**config.mk**
```make
export PLATFORM = sky130hd
export DESIGN_NAME = umult_feeder
export DESIGN_NICKNAME = d
export VERILOG_FILES = /design/src/rtl/umult_feeder_pkg.sv /design/src/rtl/umult_op_fifo.sv /design/src/rtl/umult_feeder.sv
export SDC_FILE = /design/constraint.sdc
export NUM_CORES = 1
export LEC_CHECK = 0
export BUFFER_PORTS_ARGS = -buffer_cell sky130_fd_sc_hd__buf_2
export CAP_MARGIN = 20
export CORE_MARGIN = 4
export CORE_UTILIZATION = 39
export CTS_CLUSTER_SIZE = 10
export DETAILED_ROUTE_END_ITERATION = 16
export GPL_ROUTABILITY_DRIVEN = 0
export HOLD_SLACK_MARGIN = 0.05
export SYNTH_ARGS = -nofsm -noshare
export SYNTH_HDL_FRONTEND = slang
export SYNTH_HIERARCHICAL = 1
export SYNTH_SLANG_ARGS = --single-unit
```
**constraint.sdc**
```tcl
create_clock -name clk -period 2.1 [get_ports clk]
set_input_delay 0.21 -clock clk [delete_from_list [all_inputs] [get_ports clk]]
set_output_delay 0.21 -clock clk [all_outputs]
set_load 0.05 [all_outputs]
```
**src/rtl/umult_feeder_pkg.sv**
```systemverilog
// rtl/umult_feeder_pkg.sv - shared constants and FSM state type for the multiplier feeder
package umult_feeder_pkg;

  localparam int DEF_WIDTH   = 4;
  localparam int DEF_DEPTH   = 4;
  localparam int DEF_TIMEOUT = 2 * DEF_WIDTH + 6;

  typedef enum logic [1:0] {
    IDLE  = 2'd0,
    ISSUE = 2'd1,
    WAIT  = 2'd2,
    HOLD  = 2'd3
  } state_t;

endpackage

```
**src/rtl/umult_op_fifo.sv**
```systemverilog
// rtl/umult_op_fifo.sv - operand-pair FIFO with registered full/empty and no bypass
module umult_op_fifo #(
  parameter int DW    = 8,
  parameter int DEPTH = 4
) (
  input  logic          clk,
  input  logic          rst,
  input  logic          push,
  input  logic          pop,
  input  logic [DW-1:0] din,
  output logic [DW-1:0] head,
  output logic          full,
  output logic          empty
);

  localparam int AW = $clog2(DEPTH);

  logic [DW-1:0] mem [DEPTH];
  logic [AW-1:0] rd_ptr;
  logic [AW-1:0] wr_ptr;
  logic [AW:0]   count;
  logic          do_push;
  logic          do_pop;

  // Flags come only from the registered count, so a pop never unblocks a push in the same cycle
  assign full    = (count == (AW+1)'(DEPTH));
  assign empty   = (count == '0);
  assign do_push = push && !full;
  assign do_pop  = pop && !empty;
  assign head    = mem[rd_ptr];

  // Storage array; written only when a push is actually accepted
  always_ff @(posedge clk) begin
    if (!rst && do_push) begin
      mem[wr_ptr] <= din;
    end
  end

  // Pointers and occupancy; reset wins over any push or pop
  always_ff @(posedge clk) begin
    if (rst) begin
      rd_ptr <= '0;
      wr_ptr <= '0;
      count  <= '0;
    end else begin
      if (do_push) begin
        wr_ptr <= wr_ptr + 1'b1;
      end
      if (do_pop) begin
        rd_ptr <= rd_ptr + 1'b1;
      end
      count <= count + (AW+1)'(do_push) - (AW+1)'(do_pop);
    end
  end

endmodule

```
**src/rtl/umult_feeder.sv**
```systemverilog
// rtl/umult_feeder.sv - queues operand pairs and sequences them through a multi-cycle multiplier
module umult_feeder
  import umult_feeder_pkg::*;
#(
  parameter int WIDTH   = DEF_WIDTH,
  parameter int DEPTH   = DEF_DEPTH,
  parameter int TIMEOUT = 2 * WIDTH + 6
) (
  input  logic               clk,
  input  logic               rst,
  input  logic               in_valid,
  output logic               in_ready,
  input  logic [WIDTH-1:0]   in_a,
  input  logic [WIDTH-1:0]   in_b,
  output logic               m_start,
  output logic [WIDTH-1:0]   m_a,
  output logic [WIDTH-1:0]   m_b,
  input  logic               m_valid,
  input  logic               m_busy,
  input  logic [2*WIDTH-1:0] m_z,
  output logic               out_valid,
  input  logic               out_ready,
  output logic [2*WIDTH-1:0] out_z,
  output logic               err
);

  localparam int              CW     = $clog2(TIMEOUT + 1);
  localparam logic [CW-1:0]   TO_VAL = CW'(TIMEOUT);

  state_t             state;
  state_t             state_nx;
  logic [2*WIDTH-1:0] head;
  logic               full;
  logic               empty;
  logic               push;
  logic               pop;
  logic [WIDTH-1:0]   a_q;
  logic [WIDTH-1:0]   b_q;
  logic [CW-1:0]      cnt;
  logic               result_ok;

  assign in_ready  = !full;
  assign push      = in_valid && !full;
  assign result_ok = m_valid && !m_busy;

  umult_op_fifo #(
    .DW    (2 * WIDTH),
    .DEPTH (DEPTH)
  ) u_fifo (
    .clk   (clk),
    .rst   (rst),
    .push  (push),
    .pop   (pop),
    .din   ({in_a, in_b}),
    .head  (head),
    .full  (full),
    .empty (empty)
  );

  // State register
  always_ff @(posedge clk) begin
    if (rst) begin
      state <= IDLE;
    end else begin
      state <= state_nx;
    end
  end

  // Next-state, start pulse, FIFO pop and operand drive; operands come straight from the head while issuing
  always_comb begin
    state_nx = state;
    m_start  = 1'b0;
    pop      = 1'b0;
    m_a      = a_q;
    m_b      = b_q;
    case (state)
      IDLE: begin
        if (!empty) begin
          state_nx = ISSUE;
        end
      end
      ISSUE: begin
        m_start  = 1'b1;
        pop      = 1'b1;
        m_a      = head[2*WIDTH-1:WIDTH];
        m_b      = head[WIDTH-1:0];
        state_nx = WAIT;
      end
      WAIT: begin
        if (result_ok) begin
          state_nx = HOLD;
        end else if (cnt == TO_VAL) begin
          state_nx = IDLE;
        end
      end
      HOLD: begin
        if (out_ready) begin
          state_nx = IDLE;
        end
      end
      default: state_nx = IDLE;
    endcase
  end

  // Issued-operand hold, wait counter, result capture and sticky timeout flag
  always_ff @(posedge clk) begin
    if (rst) begin
      a_q       <= '0;
      b_q       <= '0;
      cnt       <= '0;
      out_valid <= 1'b0;
      out_z     <= '0;
      err       <= 1'b0;
    end else begin
      case (state)
        ISSUE: begin
          a_q <= head[2*WIDTH-1:WIDTH];
          b_q <= head[WIDTH-1:0];
          cnt <= '0;
        end
        WAIT: begin
          if (result_ok) begin
            out_z     <= m_z;
            out_valid <= 1'b1;
          end else if (cnt == TO_VAL) begin
            err <= 1'b1;
          end else begin
            cnt <= cnt + 1'b1;
          end
        end
        HOLD: begin
          if (out_ready) begin
            out_valid <= 1'b0;
          end
        end
        default: ;
      endcase
    end
  end

endmodule

```
# [Word-level counts from Yosys, hierarchy flattened]
# Memory sizes are Yosys's and may differ from the RTL's. A register that Yosys moved wholly into a read port is not among the register bits.
# Index checks and enable logic that the tools add are counted.
# W data, S select, Z words.
[classes] addsub=5 mul=0 div=0 magnitude_cmp=0 n_eq_ne=11 shift=0 muxes=18 bitwise_logic=1 reduce_logical=18
[op_table] cell="$mux W4" count=4
[op_table] cell="$mux W2" count=6
[op_table] cell="$reduce_and A3 Y1" count=4
[op_table] cell="$ne A2 B2 Y1 const B" count=5
[op_table] cell="$pmux W2 S4" count=1
[op_table] cell="$pmux W4 S2" count=1
[op_table] cell="$logic_and A1 B1 Y1" count=5
[op_table] cell="$mux W1" count=5
[op_table] cell="$add A2 B1 Y2 const B" count=2
[op_table] cell="$add A4 B1 Y4 const B" count=1
[op_table] cell="$eq A2 B2 Y1 const B" count=2
[op_table] cell="$eq A4 B4 Y1 const B" count=1
[op_table] cell="$logic_not A1 Y1" count=4
[op_table] cell="$reduce_bool A2 Y1" count=2
[op_table] cell="$add A3 B1 Y3" count=1
[op_table] cell="$eq A3 B3 Y1 const B" count=1
[op_table] cell="$logic_not A3 Y1" count=1
[op_table] cell="$ne A3 B3 Y1 const B" count=1
[op_table] cell="$sub A3 B1 Y3" count=1
[op_table] cell="$eq A2 B1 Y1 const B" count=1
[op_table] cell="$logic_not A2 Y1" count=1
[op_table] cell="$pmux W1 S2" count=1
[op_table] cell="$reduce_and A2 Y1" count=1
[op_table] cell="$not A1 Y1" count=1
[totals] reg_bits=31 latch_bits=0 mem_bits_rw=32 romBits=0 inputBits=22 output_inout_bits=20 elab_cells=64 n_memories=1
[mem_list] name="u_fifo.mem" depth=4 width=8 rd=1 rd_ports_with_merged_regs=1 write_ports=1 line="umult_op_fifo.sv:18" text="logic [DW-1:0] mem [DEPTH];"

# [Longest topological paths before layout]
# Gate-level depths: netlist of run 1.
[depth] ltp_word=7 ltp_mapped=11 ltp_nobuf=10

# [By module]
# The synthesis of run 1 kept the hierarchy.
[by_module_without_submodules] mod="umult_op_fifo" n_inst=1 cells_each=93 area_each_um2=1636.6 seq_area_each_um2=1141.1
[by_module_without_submodules] mod="umult_feeder" n_inst=1 cells_each=113 area_each_um2=1087.3 seq_area_each_um2=480.5

# [Worst setup path before layout of run 1]
# OpenSTA, ideal clock, no wires.
[synth_path] path_kind="flip-flop to flip-flop" start="register state[1]" end="register u_fifo.count[2]" setup_ps=128 t_arrival_ps=2092 t_required_ps=1972 path_slack_ps=-120 stages_incl_launch_ff=12 path_buffers=1 period_less_slack_ps=2220 cell_sequence="dfxtp_1 > nor2b_1 > buf_2 > o31ai_1 > inv_1 > ha_1 > inv_1 > ha_1 > fa_1 > xnor2_1 > xnor2_1 > nor2_1"
[synth_via] elab_chain_cells=4
[synth_lines] item="from (decl)" line="umult_feeder.sv:30" text="state_t state;"
[synth_lines] item="from (signal assigned)" line="umult_feeder.sv:65" text="state <= state_nx;"
[synth_lines] item="$eq A2 B1 Y1"
[synth_lines] item="$mux W1"
[synth_lines] item="net m_start" line="umult_feeder.sv:15" text="output logic m_start,"
[synth_lines] item="$logic_and A1 B1 Y1" line="umult_op_fifo.sv:29" text="assign do_pop = pop && !empty;"
[synth_lines] item="net u_fifo.do_pop" line="umult_op_fifo.sv:23" text="logic do_pop;"
[synth_lines] item="$sub A3 B1 Y3" line="umult_op_fifo.sv:52" text="count <= count + (AW+1)'(do_push) - (AW+1)'(do_pop);"
[synth_lines] item="to (signal assigned)" line="umult_op_fifo.sv:52"
[synth_lines] item="to (decl)" line="umult_op_fifo.sv:21" text="logic [AW:0] count;"
# The timed path passes the listed nets, and every way through them passes these cells.
# A chain may end at the register's enable or synchronous reset.

# [Final worst setup path of run 1]
[layout_path] start="register u_fifo.count[1]" end="register u_fifo.count[2]"
[layout_via] elab_cells_between_ends=9 classes_between="add/sub: 2; eq/ne: 1; reduce/logical: 6"
[layout_lines] item="$logic_not A3 Y1" line="umult_op_fifo.sv:27" text="assign empty = (count == '0);"
[layout_lines] item="$logic_not A1 Y1" line="umult_op_fifo.sv:29"
[layout_lines] item="$logic_and A1 B1 Y1" line="umult_op_fifo.sv:29"
[layout_lines] item="net u_fifo.do_pop" line="umult_op_fifo.sv:23"
[layout_lines] item="$sub A3 B1 Y3" line="umult_op_fifo.sv:52"
# The timed path passes the listed nets, and every way through them passes these cells.

==> flow_summary.ini, run 1 <==
[setup_path]
regToRegStartpoint = u_fifo/count[1]
crit_family = adder cells
worstRegToRegCells = 9
timing.critical_path.cells = o31ai_1 > inv_1 > ha_1 > inv_1 > ha_2 > fa_2 > xnor2_2 > xnor2_1 > nor2_1
critical_path.most_common_cell = sky130_fd_sc_hd__inv_1
cp-startpoint = u_fifo/count[1]
crit_type = reg -> reg
highest_net_fanout_along_the_worst_path = 5
crit_path_top_delay_cell = sky130_fd_sc_hd__dfxtp_4
crit_required_ns = 2.28
cp_num_buf_inv = 2
worst-endpoint-arrival_ns = 2.30
crit_cells = 9
worst_path_max_stage_delay_ns = 0.37
worstSetupStartpointType = flip-flop
timing.critical_path.to_type = flip-flop

[synth]
syn-mean-instance-area_um2 = 13.2
synth-seq-area-share = 0.595
synth_top_family_by_area = simple AND/OR/NAND/NOR gates
synth_top_cells_by_area = sky130_fd_sc_hd__edfxtp_1 (35%), sky130_fd_sc_hd__dfxtp_1 (24%), sky130_fd_sc_hd__mux4_2 (6.6%)
synth_top_cell_area_share = 0.353
syn-num-nets = 237
synth_warnings = 6
post_synth_instance_area_mm2 = 0.00272
netlist-cell-type-count = 39
area_fraction_in_compound_gates_after_synthesis = 0.0514
yosys-mux-area-fraction = 0.132
synth_top_cell_by_area = sky130_fd_sc_hd__edfxtp_1
synth_edf_count = 32
synthAdderAreaFrac = 0.0441
yosys_most_used_dff = sky130_fd_sc_hd__dfxtp_1
async_flop_share = 0
synth-seq-cells = 65
synth_xor_area_frac = 0.00965
post_synth_and_or_nand_nor_area_fraction = 0.133
netlist_instances = 206

[clock_tree]
cts_inserted_buffers = 9
clock_transition_at_the_register_clock_pins_on_the_worst_setup_and_hold_paths_after_cts_ns = 0.07
htree_levels = 3
cts_root_buffer = sky130_fd_sc_hd__clkbuf_8
clkLatencyLatePin_ns = 0.33
cts-root-to-sink-buffers = 2
hold_buffer_count_at_cts = 0
cts_tree = done
cts.sink_count = 65

[layout]
area_growth_pct = 25.7
antenna_cells_inserted = 0
finish.instance_area_mm2 = 0.00342
proportion_of_layout_cells_with_a_drive_suffix_above_1 = 0.384
layout_commonest_cell = sky130_fd_sc_hd__buf_2
design.final.nets = 302
most-common-layout-cells = sky130_fd_sc_hd__buf_2 (34), sky130_fd_sc_hd__edfxtp_1 (32), sky130_fd_sc_hd__dfxtp_1 (30)
non_filler_cells_in_the_finished_layout = 372

[sta]
timing.final.setup_violations = 1
post-route-worst-setup-slack_ns = -0.0205
timing.max_slew.rel_slack = 0.525
hold_ws_ns = 0.0896
rsz0062_at_grt = true
report.final.hold_viol_count = 0
timing_max_transition_violations_final = 0
finalClockSkew_ns = 0.00937
worst_pin_slew_ns = 0.712
maxClockFrequency_mhz = 472
final_critical_period_ns = 2.12
post-route-period-util = 1.01

[global_routing]
grt_util_all_layers = 0.129
maximum_number_of_pins_on_one_net_before_global_route_repair = 39
grt_overflow = 0
first_global_vias = 1675
grt_pass1_wl_um = 8290
antenna_found_initial = 0

[worst_hold_path]
timing.hold.worst.class = in -> reg
hold_depth = 1
hold_path_startpoint = in_b[0]

[floorplan]
std_cell_rows = 30
die_x_um = 91.6
floorplan.initialDensity = 0.401
core_region_area_mm2 = 0.00679
die_area_mm2 = 0.00839
chipHeight_um = 91.6
boundaryPins = 42

[route]
drt-total-wl_um = 5110
routed_wire_length_per_instance_um = 13.7
final_antenna_net_count = 0
detail_route.iter0.violations = 82
avgViaCountPerCell = 4.73
dr_total_vias = 1759
drt-pass1-iter-count = 4
drt_drc_violations_left = 0

[place]
placement.io_buffers = 41
detailed_place_hpwl_um = 3300
placed_area_mm2 = 0.00308
dpl.cell_count = 344
placement.setup.worst_slack_ns = -0.0405

[power]
share_comb_of_total_power = 0.370
largest_vdd_supply_drop_uv = 627
power.density_mw_per_mm2 = 1220
net_switching_share_of_the_total_power = 0.347
fin_total_pwr_mw = 4.17
clockPowerShare = 0.247
cell_internal_pwr_mw = 2.73
total_switching_power_mw = 1.45
cellLeakagePower_nw = 1.34
seq_power_share = 0.383

[run_status]
run_status = complete, but fails checks
failing_checks = setup timing

[run]
timing.max_cap.violations = 0
## kinds of logic (layout without fill, tap and decap cells)
family | count (synthesis) | in the layout
XOR/XNOR | 3 | 3
buffers and inverters | 21 | 91
AND/OR/NAND/NOR | 61 | 61
flip-flops | 65 | 65
AO/OA/AOI/OAI | 22 | 22
adder cells (fa/ha/maj) | 9 | 9
multiplexers | 25 | 25
## worst reg2reg max path, delay by kind of cell, from the launching register on
family / cells / cell delay, ns
adder cells (fa/ha/maj): 3 / 0.84
AND/OR/NAND/NOR: 1 / 0.06
AO/OA/AOI/OAI: 1 / 0.31
XOR/XNOR: 2 / 0.27
buffers and inverters: 2 / 0.12
flip-flops: 1 / 0.37
## worst paths after layout
| check | endpoint | slack [ns] |
|---|---|---|
| setup / recovery | u_fifo/count[2] | -0.02 |
| hold / removal | u_fifo/mem[0][0] | 0.09 |
| setup reg to reg | u_fifo/count[2] | -0.02 |
| hold reg to reg | err | 0.48 |
## flip-flops by register name (all words and copies together) (netlist names), named ones only
register,flops
u_fifo/count,3
b_q,4
u_fifo/wr_ptr,2
out_valid,1
err,1
out_z,8
u_fifo/rd_ptr,2
state,2
u_fifo/mem,32
a_q,4
cnt,4
## power by group through the flow
stage | Clock, mW | Sequential [mW] | Combinational (mW)
3_5_place_dp | 0 | 1.60 | 1.38
4_1_cts | 1.06 | 1.59 | 1.45
3_3_place_gp | 0 | 1.60 | 1.36
5_1_grt | 1.13 | 1.62 | 1.66
2_1_floorplan | 0 | 1.64 | 1.03
6_report | 1.03 | 1.60 | 1.54
## what timing repair did
item	4_1_cts	5_1_grt
pin swaps	1	6
endpoints found under the setup margin	3	9
setup buffers	9	3
resized for setup	4	24
## cells in the mapped netlist, types with 2 or more instances
cell type                  number
sky130_fd_sc_hd__a21oi_1        5
sky130_fd_sc_hd__a31oi_1        4
sky130_fd_sc_hd__buf_2          3
sky130_fd_sc_hd__clkbuf_1       4
sky130_fd_sc_hd__dfxtp_1       33
sky130_fd_sc_hd__edfxtp_1      32
sky130_fd_sc_hd__ha_1           8
sky130_fd_sc_hd__inv_1         11
sky130_fd_sc_hd__mux2_2         8
sky130_fd_sc_hd__mux2i_1        9
sky130_fd_sc_hd__mux4_2         8
sky130_fd_sc_hd__nand2_1        5
sky130_fd_sc_hd__nand2b_1       5
sky130_fd_sc_hd__nand3_1        2
sky130_fd_sc_hd__nor2_1        13
sky130_fd_sc_hd__nor2b_1       18
sky130_fd_sc_hd__nor3b_1        5
sky130_fd_sc_hd__o21ai_0        6
sky130_fd_sc_hd__o31ai_1        2
sky130_fd_sc_hd__o32ai_1        3
sky130_fd_sc_hd__or3_1          3
sky130_fd_sc_hd__xnor2_1        2
## layout make-up
class	instances	area, µm²
Clock buffer	9	124
Clock inverter	7	71.3
Fill cell	602	3370
Inverter	11	41.3
Multi-Input combinational cell	120	1030
Sequential cell	65	1630
Tap cell	96	120
Timing Repair Buffer	64	410
## metal layers
metal	vias up	wire, µm	GRT usage
li1	870	-	-
met1	850	2410	0.167
met2	29	2420	0.200
met4	0	110	0.0716
met3	10	171	0.0290
met5	-	0	0
## metrics by stage
step	setup TNS (ns)	utilization
final	-0.0205	0.504
after global routing	-0.169	0.504
after CTS	0	0.494
after detailed placement	-0.0405	0.454
after global placement	0	0.454
after floorplan	0	-
(Power assumes the default switching activity.)
==> inputs of run 2 (changes only) <==
--- a/config.mk
+++ b/config.mk
@@ -7,6 +7,7 @@
 export LEC_CHECK = 0
 export BUFFER_PORTS_ARGS = -buffer_cell sky130_fd_sc_hd__buf_2
 export CAP_MARGIN = 20
+export CORE_ASPECT_RATIO = 1.4
 export CORE_MARGIN = 4
 export CORE_UTILIZATION = 39
 export CTS_CLUSTER_SIZE = 10
==> flow_summary.ini, run 2 (synthesis results as in run 1) <==
[run_status]
run_status = finished clean

[setup_path]
crit_path_top_delay_cell = sky130_fd_sc_hd__mux4_2
worstRegToRegCells = 10
regToRegSetupSlack_ns = 0.09
crit_family = multiplexers
crit_cells = 4
crit_type = reg -> out
timing.critical_path.to_type = output port
highest_net_fanout_along_the_worst_path = 8
worst_path_max_stage_delay_ns = 0.52
cp_num_buf_inv = 2
timing.critical_path.cells = buf_6 > mux4_2 > mux2_2 > buf_4
worst-endpoint-arrival_ns = 1.82
worstSetupStartpointType = flip-flop
crit_required_ns = 1.89

[sta]
rsz0062_at_grt = true
timing.final.setup_violations = 0
report.final.hold_viol_count = 0
maxClockFrequency_mhz = 493
hold_ws_ns = 0.0975
post-route-period-util = 0.965
timing.max_slew.rel_slack = 0.541
worst_pin_slew_ns = 0.689
final_critical_period_ns = 2.03
finalClockSkew_ns = 0.00676
fin_setup_tns_ns = 0
timing_max_transition_violations_final = 0

[place]
placed_area_mm2 = 0.00308
placement.io_buffers = 41
detailed_place_hpwl_um = 3310

[run]
timing.max_cap.violations = 0

[floorplan]
std_cell_rows = 35
die_x_um = 78.6
floorplan.initialDensity = 0.407
die_area_mm2 = 0.00840
boundaryPins = 42
chipHeight_um = 107
core_region_area_mm2 = 0.00670

[route]
dr_total_vias = 1710
avgViaCountPerCell = 4.78
drt-pass1-iter-count = 4
detail_route.iter0.violations = 105
final_antenna_net_count = 0
drt-total-wl_um = 4910
routed_wire_length_per_instance_um = 13.7
drt_drc_violations_left = 0

[layout]
layout_top_registers = u_fifo/mem: 32 flops, out_z: 8 flops
finish.instance_area_mm2 = 0.00338
register_with_the_most_flip_flops = u_fifo/mem
area_growth_pct = 24.2
layout_commonest_cell = sky130_fd_sc_hd__buf_2
proportion_of_layout_cells_with_a_drive_suffix_above_1 = 0.361
design.final.nets = 292
largest_register_ff_count = 32
final_core_utilization = 0.505
antenna_cells_inserted = 0
most-common-layout-cells = sky130_fd_sc_hd__buf_2 (33), sky130_fd_sc_hd__edfxtp_1 (32), sky130_fd_sc_hd__dfxtp_1 (30)

[power]
share_comb_of_total_power = 0.359
total_switching_power_mw = 1.44
cell_internal_pwr_mw = 2.83
seq_power_share = 0.372
largest_vdd_supply_drop_uv = 1030
cellLeakagePower_nw = 1.30
net_switching_share_of_the_total_power = 0.337
clockPowerShare = 0.268
power.density_mw_per_mm2 = 1260

[clock_tree]
hold_buffer_count_at_cts = 0
cts_inserted_buffers = 9
cts_root_buffer = sky130_fd_sc_hd__clkbuf_8
cts-root-to-sink-buffers = 2
clock_transition_at_the_register_clock_pins_on_the_worst_setup_and_hold_paths_after_cts_ns = 0.07
cts_tree = done
clkLatencyLatePin_ns = 0.32
htree_levels = 3
cts.sink_count = 65

[worst_hold_path]
hold_depth = 1
timing.hold.worst.class = in -> reg

[global_routing]
first_global_vias = 1671
grt_util_all_layers = 0.125
maximum_number_of_pins_on_one_net_before_global_route_repair = 39
grt_overflow = 0
grt_pass1_wl_um = 7930
antenna_found_initial = 0
==> run 2: cell count changes in the layout (fill, tap and decap cells not counted), moves of 2 or more <==
| cell | change |
|---|---|
| sky130_fd_sc_hd__buf_4 | -12 |
| sky130_fd_sc_hd__clkinv_4 | -2 |
| sky130_fd_sc_hd__buf_6 | +3 |
| sky130_fd_sc_hd__dfxtp_2 | +2 |
| sky130_fd_sc_hd__clkinv_2 | -2 |
| sky130_fd_sc_hd__dfxtp_4 | -2 |
==> run 2: cell type report <==
type | count | area [µm²]
multi-input combinational | 120 | 1030
fill | 606 | 3320
tap | 92 | 115
inverter | 11 | 41.3
clock buffer | 9 | 124
sequential | 65 | 1630
clock inverter | 7 | 93.8
timing repair buffer | 54 | 349
==> run 2: routing by layer <==
metal	GRT usage	wire (µm)	part of all wire	up-vias
met4	0.0625	80	0.016	0
li1	-	-	-	849
met3	0.0420	231	0.047	5
met1	0.141	2020	0.41	823
met2	0.210	2580	0.53	33
met5	0	0	0	-
==> run 2: stage by stage <==
stage	worst slack (ns)	total power, mW	std cells
after floorplan	0.000659	2.67	206
after global placement	0.0281	2.99	341
after detailed placement	0.00103	3.00	341
after CTS	0.00519	4.20	357
after global routing	-0.0673	4.52	358
final	0.0725	4.26	358
==> run 2: final timing paths <==
kind | start | endpoint
max | flip-flop | m_a[1]
min | in_b[3] | u_fifo/mem[1][3]
max reg2reg | u_fifo/count[2] | u_fifo/count[2]
min reg2reg | err | err
==> run 2: power by group through the flow <==
stage | Sequential, mW | Clock (mW) | Combinational [mW]
3_5_place_dp | 1.60 | 0 | 1.40
5_1_grt | 1.61 | 1.25 | 1.66
3_3_place_gp | 1.59 | 0 | 1.40
6_report | 1.59 | 1.15 | 1.53
2_1_floorplan | 1.64 | 0 | 1.03
4_1_cts | 1.58 | 1.19 | 1.44
==> run 2: timing repair <==
action                     in CTS  in global routing
setup endpoints to repair       9                  9
setup buffers                   0                  1
pin swaps                       0                  4
gates resized for setup         3                 28
==> inputs of run 3 (changes only) <==
--- a/config.mk
+++ b/config.mk
@@ -6,10 +6,10 @@
 export NUM_CORES = 1
 export LEC_CHECK = 0
 export BUFFER_PORTS_ARGS = -buffer_cell sky130_fd_sc_hd__buf_2
-export CAP_MARGIN = 20
+export CAP_MARGIN = 10
 export CORE_ASPECT_RATIO = 1.4
 export CORE_MARGIN = 4
-export CORE_UTILIZATION = 39
+export CORE_UTILIZATION = 40
 export CTS_CLUSTER_SIZE = 10
 export DETAILED_ROUTE_END_ITERATION = 16
 export GPL_ROUTABILITY_DRIVEN = 0
==> flow_summary.ini, run 3 (synthesis results as in run 1) <==
[clock_tree]
cts_inserted_buffers = 9
cts.sink_count = 65
htree_levels = 3
cts_root_buffer = sky130_fd_sc_hd__clkbuf_8
postCtsSetupBuffers = 0
clkLatencyLatePin_ns = 0.34
cts_tree = done
cts-root-to-sink-buffers = 2
clock_transition_at_the_register_clock_pins_on_the_worst_setup_and_hold_paths_after_cts_ns = 0.08

[setup_path]
crit_path_top_delay_cell = sky130_fd_sc_hd__fa_2
timing.critical_path.cells = nor3b_2 > nor2b_1 > nand2b_1 > ha_1 > inv_1 > ha_1 > fa_2 > xnor2_2 > xnor2_1 > nor2_1
worst_path_max_stage_delay_ns = 0.35
cp_num_buf_inv = 1
critical_path.most_common_cell = sky130_fd_sc_hd__ha_1
crit_family = adder cells
timing.critical_path.to_type = flip-flop
highest_net_fanout_along_the_worst_path = 5
crit_type = reg -> reg
worstSetupStartpointType = flip-flop
worst-endpoint-arrival_ns = 2.29
crit_required_ns = 2.31

[sta]
rsz0062_at_grt = true
final_critical_period_ns = 2.08
post-route-worst-setup-slack_ns = 0.0188
timing.max_slew.rel_slack = 0.546
post-route-period-util = 0.991
timing_max_transition_violations_final = 0
worst_pin_slew_ns = 0.681
finalClockSkew_ns = 0.00895
maxClockFrequency_mhz = 480
report.final.hold_viol_count = 0
timing.final.setup_violations = 0

[floorplan]
core_region_area_mm2 = 0.00661
die_x_um = 77.7
die_area_mm2 = 0.00821
boundaryPins = 42
std_cell_rows = 35
chipHeight_um = 106
floorplan.initialDensity = 0.412

[power]
cellLeakagePower_nw = 1.29
total_switching_power_mw = 1.43
clockPowerShare = 0.258
share_comb_of_total_power = 0.356
power.density_mw_per_mm2 = 1230
net_switching_share_of_the_total_power = 0.350
cell_internal_pwr_mw = 2.65
fin_total_pwr_mw = 4.08
seq_power_share = 0.386
largest_vdd_supply_drop_uv = 768

[run]
timing.max_cap.violations = 0

[layout]
final_core_utilization = 0.502
layout_top_registers = u_fifo/mem: 32 flops, out_z: 8 flops
finish.instance_area_mm2 = 0.00332
register_with_the_most_flip_flops = u_fifo/mem
proportion_of_layout_cells_with_a_drive_suffix_above_1 = 0.345
non_filler_cells_in_the_finished_layout = 356
layout_commonest_cell = sky130_fd_sc_hd__buf_2
area_growth_pct = 21.8
largest_register_ff_count = 32
antenna_cells_inserted = 0
design.final.nets = 290
most-common-layout-cells = sky130_fd_sc_hd__buf_2 (36), sky130_fd_sc_hd__edfxtp_1 (32), sky130_fd_sc_hd__dfxtp_1 (31)

[place]
placed_area_mm2 = 0.00308
detailed_place_hpwl_um = 3320
dpl.cell_count = 340
placement.io_buffers = 41
placement.setup.worst_slack_ns = -0.0289

[route]
drt_drc_violations_left = 0
dr_total_vias = 1704
drt-pass1-iter-count = 4
routed_wire_length_per_instance_um = 13.6
avgViaCountPerCell = 4.79
final_antenna_net_count = 0
detail_route.iter0.violations = 55
drt-total-wl_um = 4850

[global_routing]
first_global_vias = 1669
antenna_found_initial = 0
maximum_number_of_pins_on_one_net_before_global_route_repair = 39
grt_pass1_wl_um = 7950
grt_overflow = 0
grt_util_all_layers = 0.129

[run_status]
run_status = finished clean

[worst_hold_path]
timing.hold.worst.class = in -> reg
run 3: cell types whose count changed in the layout (fill, tap and decap cells not counted), sizes merged:
cell    before  now
bufinv       2    1
buf         54   52
inv         12   13
run 3: path summary, 6_finish.rpt:
check	startpoint	end	slack, ns	cells after the start
max reg2reg	u_fifo/count[2]	u_fifo/count[2]	0.02	10
min reg2reg	out_valid	out_valid	0.47	2
max	u_fifo/count[2]	u_fifo/count[2]	0.02	10
min	in_a[3]	u_fifo/mem[2][7]	0.08	1
run 3: power groups by stage:
stage | registers [mW] | clock network (mW) | logic, mW
6_report | 1.58 | 1.06 | 1.45
3_5_place_dp | 1.60 | 0 | 1.40
4_1_cts | 1.57 | 1.10 | 1.43
3_3_place_gp | 1.59 | 0 | 1.39
5_1_grt | 1.60 | 1.16 | 1.58
2_1_floorplan | 1.64 | 0 | 1.03
run 3: per-layer routing:
layer | global-route usage | wire length, µm | vias up
li1 | - | - | 855
met1 | 0.141 | 1960 | 796
met2 | 0.213 | 2490 | 44
met3 | 0.0479 | 280 | 9
met4 | 0.0725 | 111 | 0
met5 | 0 | 0 | -
run 3: repair_timing:
item	4_1_cts	5_1_grt
resized for setup	3	14
pin swaps	2	0
hold buffers	0	0
endpoints found under the setup margin	9	9
run 3: layout make-up:
type | count | area, µm²
inverter | 11 | 41.3
timing repair buffer | 52 | 317
clock buffer | 9 | 124
tap | 92 | 115
sequential | 65 | 1620
fill | 594 | 3300
clock inverter | 7 | 77.6
multi-input combinational | 120 | 1020
run 3: metrics by stage:
| stage | hold WS [ns] | TNS (ns) |
|---|---|---|
| 6_report | 0.0783 | 0 |
| 5_1_grt | 0.0532 | -0.104 |
| 4_1_cts | 0.0589 | -0.00172 |
| 3_5_place_dp | 0.429 | -0.0289 |
| 3_3_place_gp | 0.429 | 0 |
| 2_1_floorplan | 0.282 | 0 |
